$ cat config.mk
export PLATFORM = sky130hd
export DESIGN_NAME = desarme_senha
export DESIGN_NICKNAME = d
export VERILOG_FILES = /design/src/rtl/desarme_senha.sv
export SDC_FILE = /design/constraint.sdc
export NUM_CORES = 1
export LEC_CHECK = 0
export ABC_AREA = 1
export ABC_CLOCK_PERIOD_IN_PS = 2350
export BUFFER_PORTS_ARGS = -buffer_cell sky130_fd_sc_hd__buf_2
export CAP_MARGIN = 25
export CORE_ASPECT_RATIO = 1.5
export CORE_MARGIN = 1.5
export CORE_UTILIZATION = 61
export DETAILED_ROUTE_END_ITERATION = 10
export GPL_TIMING_DRIVEN = 0
export PLACE_DENSITY = 0.94
export RECOVER_POWER = 100
export SLEW_MARGIN = 5
export SYNTH_ARGS = -nofsm -noshare
export SYNTH_HDL_FRONTEND = slang
export SYNTH_SLANG_ARGS = --single-unit
$ cat constraint.sdc
create_clock -name clk -period 2.35 [get_ports clk]
set_clock_uncertainty 0.1 [all_clocks]
set_input_delay 0.1175 -clock clk [delete_from_list [all_inputs] [get_ports clk]]
set_output_delay 0.1175 -clock clk [all_outputs]
set_load 0.03 [all_outputs]
$ cat src/rtl/desarme_senha.sv
// desarme_senha: defuse-code entry FSM, counterpart of the countdown timer.
// Define LOCKOUT_EN to add an input-ignore window after each non-final wrong code.
module desarme_senha #(
    parameter int          N_DIGITOS      = 4,
    parameter logic [31:0] SENHA          = 32'h1234,
    parameter int          MAX_TENTATIVAS = 3,
    parameter int          LOCKOUT_CICLOS = 50000000
) (
    input  logic       clk,
    input  logic       reset,
    input  logic       start,
    input  logic [3:0] digito,
    input  logic       digito_valido,
    input  logic       limpar,
    input  logic       explodiu,
    output logic       desarmada,
    output logic       detonar,
    output logic       erro,
    output logic [3:0] tentativas,
    output logic [3:0] n_entrados,
    output logic       ocupado
);
    localparam logic [3:0] TENT_INI = 4'(MAX_TENTATIVAS);
    localparam logic [3:0] ULTIMO   = 4'(N_DIGITOS - 1);

    if (N_DIGITOS < 1 || N_DIGITOS > 8 || MAX_TENTATIVAS < 1 || MAX_TENTATIVAS > 15 ||
        LOCKOUT_CICLOS < 1) begin : g_param_err
        $error("desarme_senha: parameter out of range");
    end

`ifdef LOCKOUT_EN
    typedef enum logic [2:0] {IDLE, ENTRADA, CHECA, LOCKOUT, DESARMADA, EXPLODIDA} estado_t;
    localparam int               CNT_W   = (LOCKOUT_CICLOS > 1) ? $clog2(LOCKOUT_CICLOS) : 1;
    localparam logic [CNT_W-1:0] CNT_INI = CNT_W'(LOCKOUT_CICLOS - 1);
    logic [CNT_W-1:0] cnt;
`else
    typedef enum logic [2:0] {IDLE, ENTRADA, CHECA, DESARMADA, EXPLODIDA} estado_t;
`endif

    estado_t estado, estado_n;
    logic [3:0] n_n, tent_n;
    logic       des_n, det_n, erro_n, grava, confere;

    logic [N_DIGITOS-1:0][3:0] digitos;
    logic [N_DIGITOS-1:0]      dig_ok;

    // First key typed is the most significant used nibble, so 1,2,3,4 matches 16'h1234.
    for (genvar i = 0; i < N_DIGITOS; i++) begin : g_cmp
        assign dig_ok[i] = (digitos[i] == SENHA[4*(N_DIGITOS-1-i) +: 4]);
    end
    assign confere = &dig_ok;

    always_ff @(posedge clk or posedge reset) begin
        if (reset) begin
            digitos <= '0;
        end else if (grava) begin
            for (int i = 0; i < N_DIGITOS; i++)
                if (n_entrados == 4'(i)) digitos[i] <= digito;
        end
    end

    always_ff @(posedge clk or posedge reset) begin
        if (reset) begin
            estado     <= IDLE;
            n_entrados <= '0;
            tentativas <= TENT_INI;
            desarmada  <= 1'b0;
            detonar    <= 1'b0;
            erro       <= 1'b0;
        end else begin
            estado     <= estado_n;
            n_entrados <= n_n;
            tentativas <= tent_n;
            desarmada  <= des_n;
            detonar    <= det_n;
            erro       <= erro_n;
        end
    end

`ifdef LOCKOUT_EN
    // Loaded on entry so LOCKOUT lasts exactly LOCKOUT_CICLOS cycles.
    always_ff @(posedge clk or posedge reset) begin
        if (reset)
            cnt <= '0;
        else if (estado_n == LOCKOUT && estado != LOCKOUT)
            cnt <= CNT_INI;
        else if (estado == LOCKOUT && cnt != '0)
            cnt <= cnt - 1'b1;
    end
    assign ocupado = (estado == LOCKOUT);
`else
    assign ocupado = 1'b0;
`endif

    always_comb begin
        estado_n = estado;
        n_n      = n_entrados;
        tent_n   = tentativas;
        des_n    = desarmada;
        det_n    = detonar;
        erro_n   = 1'b0;
        grava    = 1'b0;
        if (start) begin
            estado_n = ENTRADA;
            n_n      = '0;
            tent_n   = TENT_INI;
            des_n    = 1'b0;
            det_n    = 1'b0;
        end else begin
            case (estado)
                ENTRADA: begin
                    if (explodiu) begin
                        estado_n = EXPLODIDA;
                    end else if (limpar) begin
                        n_n = '0;
                    end else if (digito_valido && digito <= 4'd9) begin
                        grava = 1'b1;
                        if (n_entrados == ULTIMO) begin
                            n_n      = '0;
                            estado_n = CHECA;
                        end else begin
                            n_n = n_entrados + 4'd1;
                        end
                    end
                end
                CHECA: begin
                    if (explodiu) begin
                        estado_n = EXPLODIDA;
                    end else if (confere) begin
                        estado_n = DESARMADA;
                        des_n    = 1'b1;
                    end else begin
                        erro_n = 1'b1;
                        if (tentativas > 4'd1) begin
                            tent_n = tentativas - 4'd1;
`ifdef LOCKOUT_EN
                            estado_n = LOCKOUT;
`else
                            estado_n = ENTRADA;
`endif
                        end else begin
                            tent_n   = '0;
                            det_n    = 1'b1;
                            estado_n = EXPLODIDA;
                        end
                    end
                end
`ifdef LOCKOUT_EN
                LOCKOUT: begin
                    if (explodiu)
                        estado_n = EXPLODIDA;
                    else if (cnt == '0)
                        estado_n = ENTRADA;
                end
`endif
                default: ;
            endcase
        end
    end
endmodule

==> metrics list, run 1 <==
- In this run the power density over the cells is about 640 nW/um^2.
- Yosys mapped the design onto 23 distinct sky130hd cell types.
- Port buffering added 20 buffers.
* Post-Route WL: roughly 3500 um
- Vias in the first global route: 1428
- Across the VDD grid, the largest voltage drop is 617.1 uV.
- Of the total power, the share spent switching nets is 32.86%.
* Number of max-cap violations: 0
* Count of cells resized by post-cts repair: 0
* Die height: 66.68 um
- Summing every instance area after synthesis gives approximately 1600 um^2.
- For the worst setup path, the data arrival time is roughly 2000 ps.
- In the global route stage, met1 resource usage came out at 32.62%.
- The first TritonRoute pass finished after 4 iterations.
- Placed Cells incl. Taps: 270
- Post-detailed-route via-to-cell ratio: 5.190
- Per-instance average area after synthesis: 7.742 um^2
- Clock latency on the worst-skew pair, taken at its later pin, is around 330 ps.
- After routing, the total negative slack on setup checks comes to 0 ps.
- Worst-case headroom to the max-slew limit: 27.70%
- Per report_power, the combinational group accounts for 22.7% of the total.
- Total via count after detailed routing: 1474
* Remaining antenna violation count after routing: 0
- Number of synthesized register bits: 30
- For met3 alone, demand over resource in global routing was 5.420%.
- Of all flip-flops after synthesis, the portion carrying an async set or reset was 100.0%.
- Counting the fill cells in the layout gives 197.
- Dividing the final minimum period by the clock period gives 80.38%.
- Setup violations remaining at the end of the flow were counted as 0.
- Final global-route overflow total: 0
- Critical path endpoint category: flop
- In the synthesized netlist the dominant register cell turns out to be sky130_fd_sc_hd__dfrtp_1.
* Die Area: roughly 3000 um^2
- Setup slack of the worst register-to-register path: about 600 ps
* Max-slew violations: 0
* Number of buffers inserted during clock tree synthesis: 5
- Capture endpoint of the worst hold path: n_entrados[3]$_DFFE_PP0P_
- For this block, the initial DRC count from the detailed router was 57.
- Peak Freq: 529.4 MHz
- The startpoint identified for the worst hold timing path is limpar.
* Most common library cell in the layout ignoring fill and taps: sky130_fd_sc_hd__nand2_1
* Class of the worst hold path: input port to flop
* Wire length of the first global-routing pass: 6016 um
- The worst setup path is launched from an input port.
* Mapped Cells: 213
* Static power due to leakage: 0.9880 nW
- Data required, critical path: 2460 ps
- Share of cells above drive strength 1: 8.871%
* Launch point of the worst reg-to-reg path: tentativas[0]$_DFFE_PP1P_
- Number of standard cells in the layout, taps in and fillers out: 284
- In the routed design, unresolved DRC markers number 0.
- Relative area change from synthesis to final layout: 14.42%
- Sequential power share: 51.1%
* Deepest clock path buffer count: 2
- At the end of the flow, the number of nets in the layout was 263.
- For this configuration, the core starts out at a cell density of 65.83%.
- Yosys warning total: 0
- DP Wirelength: 2620 um
- Worst setup slack after placement: 655.5 ps
- In this run the power spent charging and discharging nets is 0.0003969 W.
* Int Pwr: 0.0008108 W
- Most congested layer reported by global routing: met2
- Clock tree from TritonCTS: done
- Number of cells traversed by the worst hold path: 4
* Net count after synthesis: 229
- Global routing used between 20% and 30% of the available tracks across all layers.
* Antenna violations before repair: 0
- Die outline width: between 40 and 50 um
* Largest net degree at the start of global routing: 22
* Diode count: 0
- The clock network accounts for 26.2% of the total power.
* Post-route worst setup slack: between 400 and 500 ps
* Floorplan Core Area: 2505 um^2
- Clock tree synthesis found a total of 30 sinks.
- Unrepaired setup endpoints after global routing: false
- Setup CP Type: input port to flop
* Ports placed on the boundary: 22
* Commonest cells after routing, fill and taps aside: 66 x sky130_fd_sc_hd__nand2_1, 28 x sky130_fd_sc_hd__dfrtp_1, 25 x sky130_fd_sc_hd__nor2_1
* Number of H-tree levels: 2
* Clock slew at the register clock pins of the worst setup and hold paths: roughly 90 ps
- Final Critical Period: around 1900 ps
- Global routing used between 40 and 50% of the available met2 tracks.
- At the end of routability-driven placement, the weighted congestion stood at 0.8009.
* Sequential-to-total area share from yosys stat: 45.68%
* Number of cells traversed by the worst register-to-register path: 10
- After detailed routing, the average wire length per cell comes to 12.36 um.
* Slew at the pin with the worst max-slew slack: roughly 1100 ps
* Overall power consumption: between 0.001 and 0.0015 W
- After floorplanning, the core was divided into 22 placement rows.
- Post-synth EDFFs: 0
* Reg-to-reg critical path endpoint: estado[2]$_DFFE_PP0P_
- Along the worst path, the maximum fanout reaches 6.
- Fin. Hold Viols: 0
- Clock root cell: sky130_fd_sc_hd__clkbuf_4
- The flow ran to the end, and the final reports show no timing, DRC or antenna violations.
- Final-layout worst hold slack: roughly 27 ps
## power groups by stage
| stage | Combinational (W) | Clock (W) | Sequential (W) |
|---|---|---|---|
| 6_report | 0.000274 | 0.000317 | 0.000617 |
| 5_1_grt | 0.000312 | 0.000343 | 0.000625 |
| 4_1_cts | 0.000285 | 0.000326 | 0.000617 |
| 3_5_place_dp | 0.000276 | 0 | 0.000627 |
| 3_3_place_gp | 0.000257 | 0 | 0.000623 |
| 2_1_floorplan | 0.000170 | 0 | 0.000650 |
## cell type report
class                   instances  area, um^2  area share (%)
flip-flops and latches         30       753.2           39.92
inverters                      24       90.09           4.775
well taps                      36       45.04           2.387
plain buffers                   4       26.28           1.393
repair buffers                 27       148.9           7.891
clock buffers                   8       58.81           3.117
multi-input cells             155       764.5           40.52
## synthesized netlist by cell type, types with 3 or more instances
master	instances	share of area [%]
sky130_fd_sc_hd__inv_1	23	5.2
sky130_fd_sc_hd__ha_1	6	4.6
sky130_fd_sc_hd__nor3_1	3	0.91
sky130_fd_sc_hd__nand4_1	13	4.9
sky130_fd_sc_hd__nand3_2	4	2.4
sky130_fd_sc_hd__nand2_1	66	15
sky130_fd_sc_hd__dfrtp_1	28	42
sky130_fd_sc_hd__nand3_1	16	4.9
sky130_fd_sc_hd__a21oi_1	4	1.2
sky130_fd_sc_hd__o21ai_0	8	2.4
sky130_fd_sc_hd__nor2_1	25	5.7
## flip-flops by register name (all words and copies together) (netlist names)
signal and flops:
detonar 1, digitos 16, tentativas 4, erro 1, estado 3, n_entrados 4, desarmada 1
## timing repair
item	CTS	global route
hold buffers	6	0
setup endpoints to repair	0	0
buffers inserted	0	0
hold endpoints to repair	21	0
## per-stage QoR
stage                     cell area, um^2  utilization (%)
after global placement               1794            71.63
final                                1887            75.32
after floorplan                      1649                -
after CTS                            1941            77.47
after detailed placement             1822            72.73
after global routing                 1887            75.32
## critical path, cell delays in order
cell                            delay, ps
sky130_fd_sc_hd__dlygate4sd3_1        530
sky130_fd_sc_hd__clkbuf_1             260
sky130_fd_sc_hd__nor2_1               100
sky130_fd_sc_hd__o21ai_0              370
sky130_fd_sc_hd__a21oi_1              180
sky130_fd_sc_hd__nor2_1               300
sky130_fd_sc_hd__o21ai_0              130
## kinds of logic (layout without fill, tap and decap cells)
family                     count (synthesis)  after routing  share of synthesized area [%]
and+or+nand+nor                          131            131                          36.65
DFF                                       30             30                          45.68
buffers and inverters                     28             63                          7.056
AOI/OAI and AO/OA                         14             14                          4.249
adders and majority gates                  6              6                          4.552
xor gates and xnor gates                   3              3                          1.594
other                                      1              1                         0.2274
## worst max-delay path by stage
| stage | startpoint | end | slack [ps] | depth (start not counted) |
|---|---|---|---|---|
| floorplan | tentativas[0]$_DFFE_PP1P_ | estado[2]$_DFFE_PP0P_ | 660 | 10 |
| global placement | tentativas[0]$_DFFE_PP1P_ | estado[2]$_DFFE_PP0P_ | 690 | 10 |
| detailed placement | estado[2]$_DFFE_PP0P_ | digitos[15]$_DFFE_PP0P_ | 660 | 6 |
| CTS | estado[2]$_DFFE_PP0P_ | digitos[15]$_DFFE_PP0P_ | 640 | 6 |
| global route | reset | digitos[8]$_DFFE_PP0P_ | 320 | 4 |
| finish | digito[2] | n_entrados[2]$_DFFE_PP0P_ | 460 | 7 |
## metal layers
metal  wire length (um)  vias to the layer above
met5                  0                        -
met4                 99                        0
met3                115                        8
met2               1843                       36
met1               1450                      676
li1                   -                      754
No activity file was read; power rests on OpenSTA's default activity.
==> run 2, diff against run 1 <==
--- a/config.mk
+++ b/config.mk
@@ -6,15 +6,15 @@
 export NUM_CORES = 1
 export LEC_CHECK = 0
 export ABC_AREA = 1
-export ABC_CLOCK_PERIOD_IN_PS = 2350
+export ABC_CLOCK_PERIOD_IN_PS = 1800
 export BUFFER_PORTS_ARGS = -buffer_cell sky130_fd_sc_hd__buf_2
 export CAP_MARGIN = 25
 export CORE_ASPECT_RATIO = 1.5
 export CORE_MARGIN = 1.5
-export CORE_UTILIZATION = 61
+export CORE_UTILIZATION = 56
 export DETAILED_ROUTE_END_ITERATION = 10
 export GPL_TIMING_DRIVEN = 0
-export PLACE_DENSITY = 0.94
+export PLACE_DENSITY = 0.88
 export RECOVER_POWER = 100
 export SLEW_MARGIN = 5
 export SYNTH_ARGS = -nofsm -noshare
==> constraint.sdc (replaced) <==
create_clock -name clk -period 1.8 [get_ports clk]
set_clock_uncertainty 0.1 [all_clocks]
set_input_delay 0.09 -clock clk [delete_from_list [all_inputs] [get_ports clk]]
set_output_delay 0.09 -clock clk [all_outputs]
set_load 0.03 [all_outputs]
==> run 2 against run 1 <==
Routed wire length shrank 0.14%. Largest power group unchanged. Power grew 41%. Die area grew 8.4%. Non-clock buffer count shrank 1. Setup slack lost 360 ps. Final cell count is the same. Worst hold slack lost 17 ps. Count of clock-buffer cells in the layout is the same.
==> metrics list, run 2 (same netlist as run 1, synthesis figures left out) <==
* Wire length of the first global-routing pass: ~5800 um
- The number of global-route vias before repair came to between 1000 and 1500.
* Drt wl/cell: between 10 and 15 um
- Largest registers: digitos: 16 flops, n_entrados: 4 flops, tentativas: 4 flops
* Diode count: 0
- In the final layout, the multi-input gates occupy 758.2 um^2.
* Worst-case headroom to the max-slew limit: 64.59%
- Fin. Hold Viols: 0
- Cells with a size suffix above 1 make up a little over a tenth of the layout.
* Max VDD drop: 666.8 uV
* Net count, final: 262
* Post-detailed-route via-to-cell ratio: between 5 and 6
* Std cell rows: 23
* Fill cell count: 229
- After detailed routing, the total wire length is 3504 um.
- The register with the most flip-flops in the layout has 16 of them.
* Net switching share of the total power: between 30% and 40%
* Die outline width: ~47 um
- In this run, the combinational gates consume about 20% of the power.
- Number of buffers added on ports: 20
- Clock tree from TritonCTS: done
- After detailed routing, the number of remaining DRC violations is 0.
* Number of violations reported at the end of detailed-routing iteration 0: 43
- Crit path arrival time: roughly 1800 ps
* Run status: completed
- Remaining antenna violation count after routing: 0
- Entering global routing, the biggest net connects 23 pins.
- For this design the ratio of total power to cell area is 900.3 nW/um^2.
* Critical path endpoint category: flop
- After global routing the overflow that remains totals 0.
- The first detailed-routing pass ran for 5 iterations.
- Unrepaired setup endpoints after global routing: false
- At the worst endpoint, the required time is roughly 1900 ps.
- Setup CP Type: input port to flop
- Class of the worst hold path: input port to flop
- Global routing used 24.22% of the available tracks across all layers.
- In this run the number of H-tree levels came out at 2.
* Number of max-cap violations: 0
- Peak Freq: 587.1 MHz
* Floorplan Core Area: 2734 um^2
- Register name with the most flops: digitos
- The library cell used most frequently in the layout, excluding fill and tap cells, is sky130_fd_sc_hd__nand2_1.
- Number of buffers inserted during clock tree synthesis: 5
- Worst-path maximum fanout: 10
* Period utilization: 94.63%
- Max-slew violations: 0
- Clock root cell: sky130_fd_sc_hd__clkbuf_8
* Overall power consumption: 0.001707 W
* Skew-Pair Late Insertion Delay: 280 ps
- Int Pwr: about 0.0012 W
- Ports placed on the boundary: 22
* Static power due to leakage: 0.9897 nW
* Seq. cell area: about 750 um^2
- Net switching power of the design: 0.0005286 W
* Deepest clock path buffer count: 2
* Final setup fails: 0
- Commonest cells after routing, fill and taps aside: 66 x sky130_fd_sc_hd__nand2_1, 28 x sky130_fd_sc_hd__dfrtp_1, 23 x sky130_fd_sc_hd__nor2_1, 23 x sky130_fd_sc_hd__inv_1, 19 x sky130_fd_sc_hd__nand3_1
- STA classifies the critical path startpoint as an input port.
- Antenna violations before repair: 0
- Once the floorplan was initialized, standard cells occupied 60.32% of the core.
* Total via count after detailed routing: 1481
- Sequential power share: 47.3%
- The floorplan step set the die height to just under 70 um.
* Final Critical Period: 1703 ps
* Aggregate negative setup slack: 0 ps
* Number of clock sinks: 30
* Die Area: 3286 um^2
* Clock slew at the register clock pins of the worst setup and hold paths: 60 ps
- The area growth from synthesis to layout is 14.95%.
- At the pin with the least slew margin, the transition time is 531.2 ps.
* Clock power frac: 32.3%
- Gpl congestion: between 0.8 and 0.9
- Once detailed placement completed, the half-perimeter wirelength came to 2510 um.
run 2: power by group through the flow:
stage	Combinational [W]	Sequential, W	Clock (W)
after global placement	0.000335	0.000814	0
after CTS	0.000364	0.000805	0.000565
after detailed placement	0.000355	0.000816	0
after global routing	0.000398	0.000816	0.000593
final	0.000348	0.000806	0.000552
after floorplan	0.000221	0.000849	0
run 2: critical path: stages:
cell	delay, ps
sky130_fd_sc_hd__dlygate4sd3_1	540
sky130_fd_sc_hd__clkbuf_1	120
sky130_fd_sc_hd__inv_1	100
sky130_fd_sc_hd__nand3_1	130
sky130_fd_sc_hd__nor3_1	290
sky130_fd_sc_hd__buf_4	210
sky130_fd_sc_hd__buf_6	140
sky130_fd_sc_hd__nand4_1	110
sky130_fd_sc_hd__nand2_1	100
run 2: path summary, 6_finish.rpt:
kind	from	end	slack (ps)	cells after the start
setup / recovery	explodiu	digitos[2]$_DFFE_PP0P_	100	9
hold / removal	digito[0]	digitos[12]$_DFFE_PP0P_	10	3
setup reg to reg	estado[2]$_DFFE_PP0P_	digitos[2]$_DFFE_PP0P_	130	7
hold reg to reg	digitos[10]$_DFFE_PP0P_	digitos[10]$_DFFE_PP0P_	370	2
max in group asynchronous	reset	tentativas[1]$_DFFE_PP1P_	580	4
min in group asynchronous	reset	tentativas[3]$_DFFE_PP0P_	200	3
run 2: repair_timing:
action / 4_1_cts / 5_1_grt
gates resized for setup: 0 / 2
endpoints found under the hold margin: 9 / 0
endpoints found under the setup margin: 0 / 4
buffers inserted: 0 / 2
hold buffers: 3 / 0
run 2: layout make-up:
type / count / area share, %
multi-input cells: 155 / 40.00
plain buffers: 4 / 1.386
inverters: 24 / 4.752
clock buffers: 8 / 4.752
well taps: 37 / 2.442
repair buffers: 26 / 6.931
flip-flops and latches: 30 / 39.74
run 2: per-stage QoR:
step	cell area, um^2	util [%]	instances	hold slack, ps	setup WS, ps
2_1_floorplan	1649	-	213	63.01	109.0
3_3_place_gp	1795	65.68	270	182.1	148.9
3_5_place_dp	1823	66.68	271	-3.482	121.2
4_1_cts	1943	71.08	282	6.805	76.53
5_1_grt	1896	69.34	284	21.67	5.898
6_report	1896	69.34	284	9.572	96.60
run 2: per-layer routing:
metal,part of all wire (%),GRT usage (%),up-vias
li1,-,-,748
met3,3.9,5.990,8
met1,42,28.28,694
met2,52,39.64,31
met4,2.3,10.49,0
met5,0,0,-
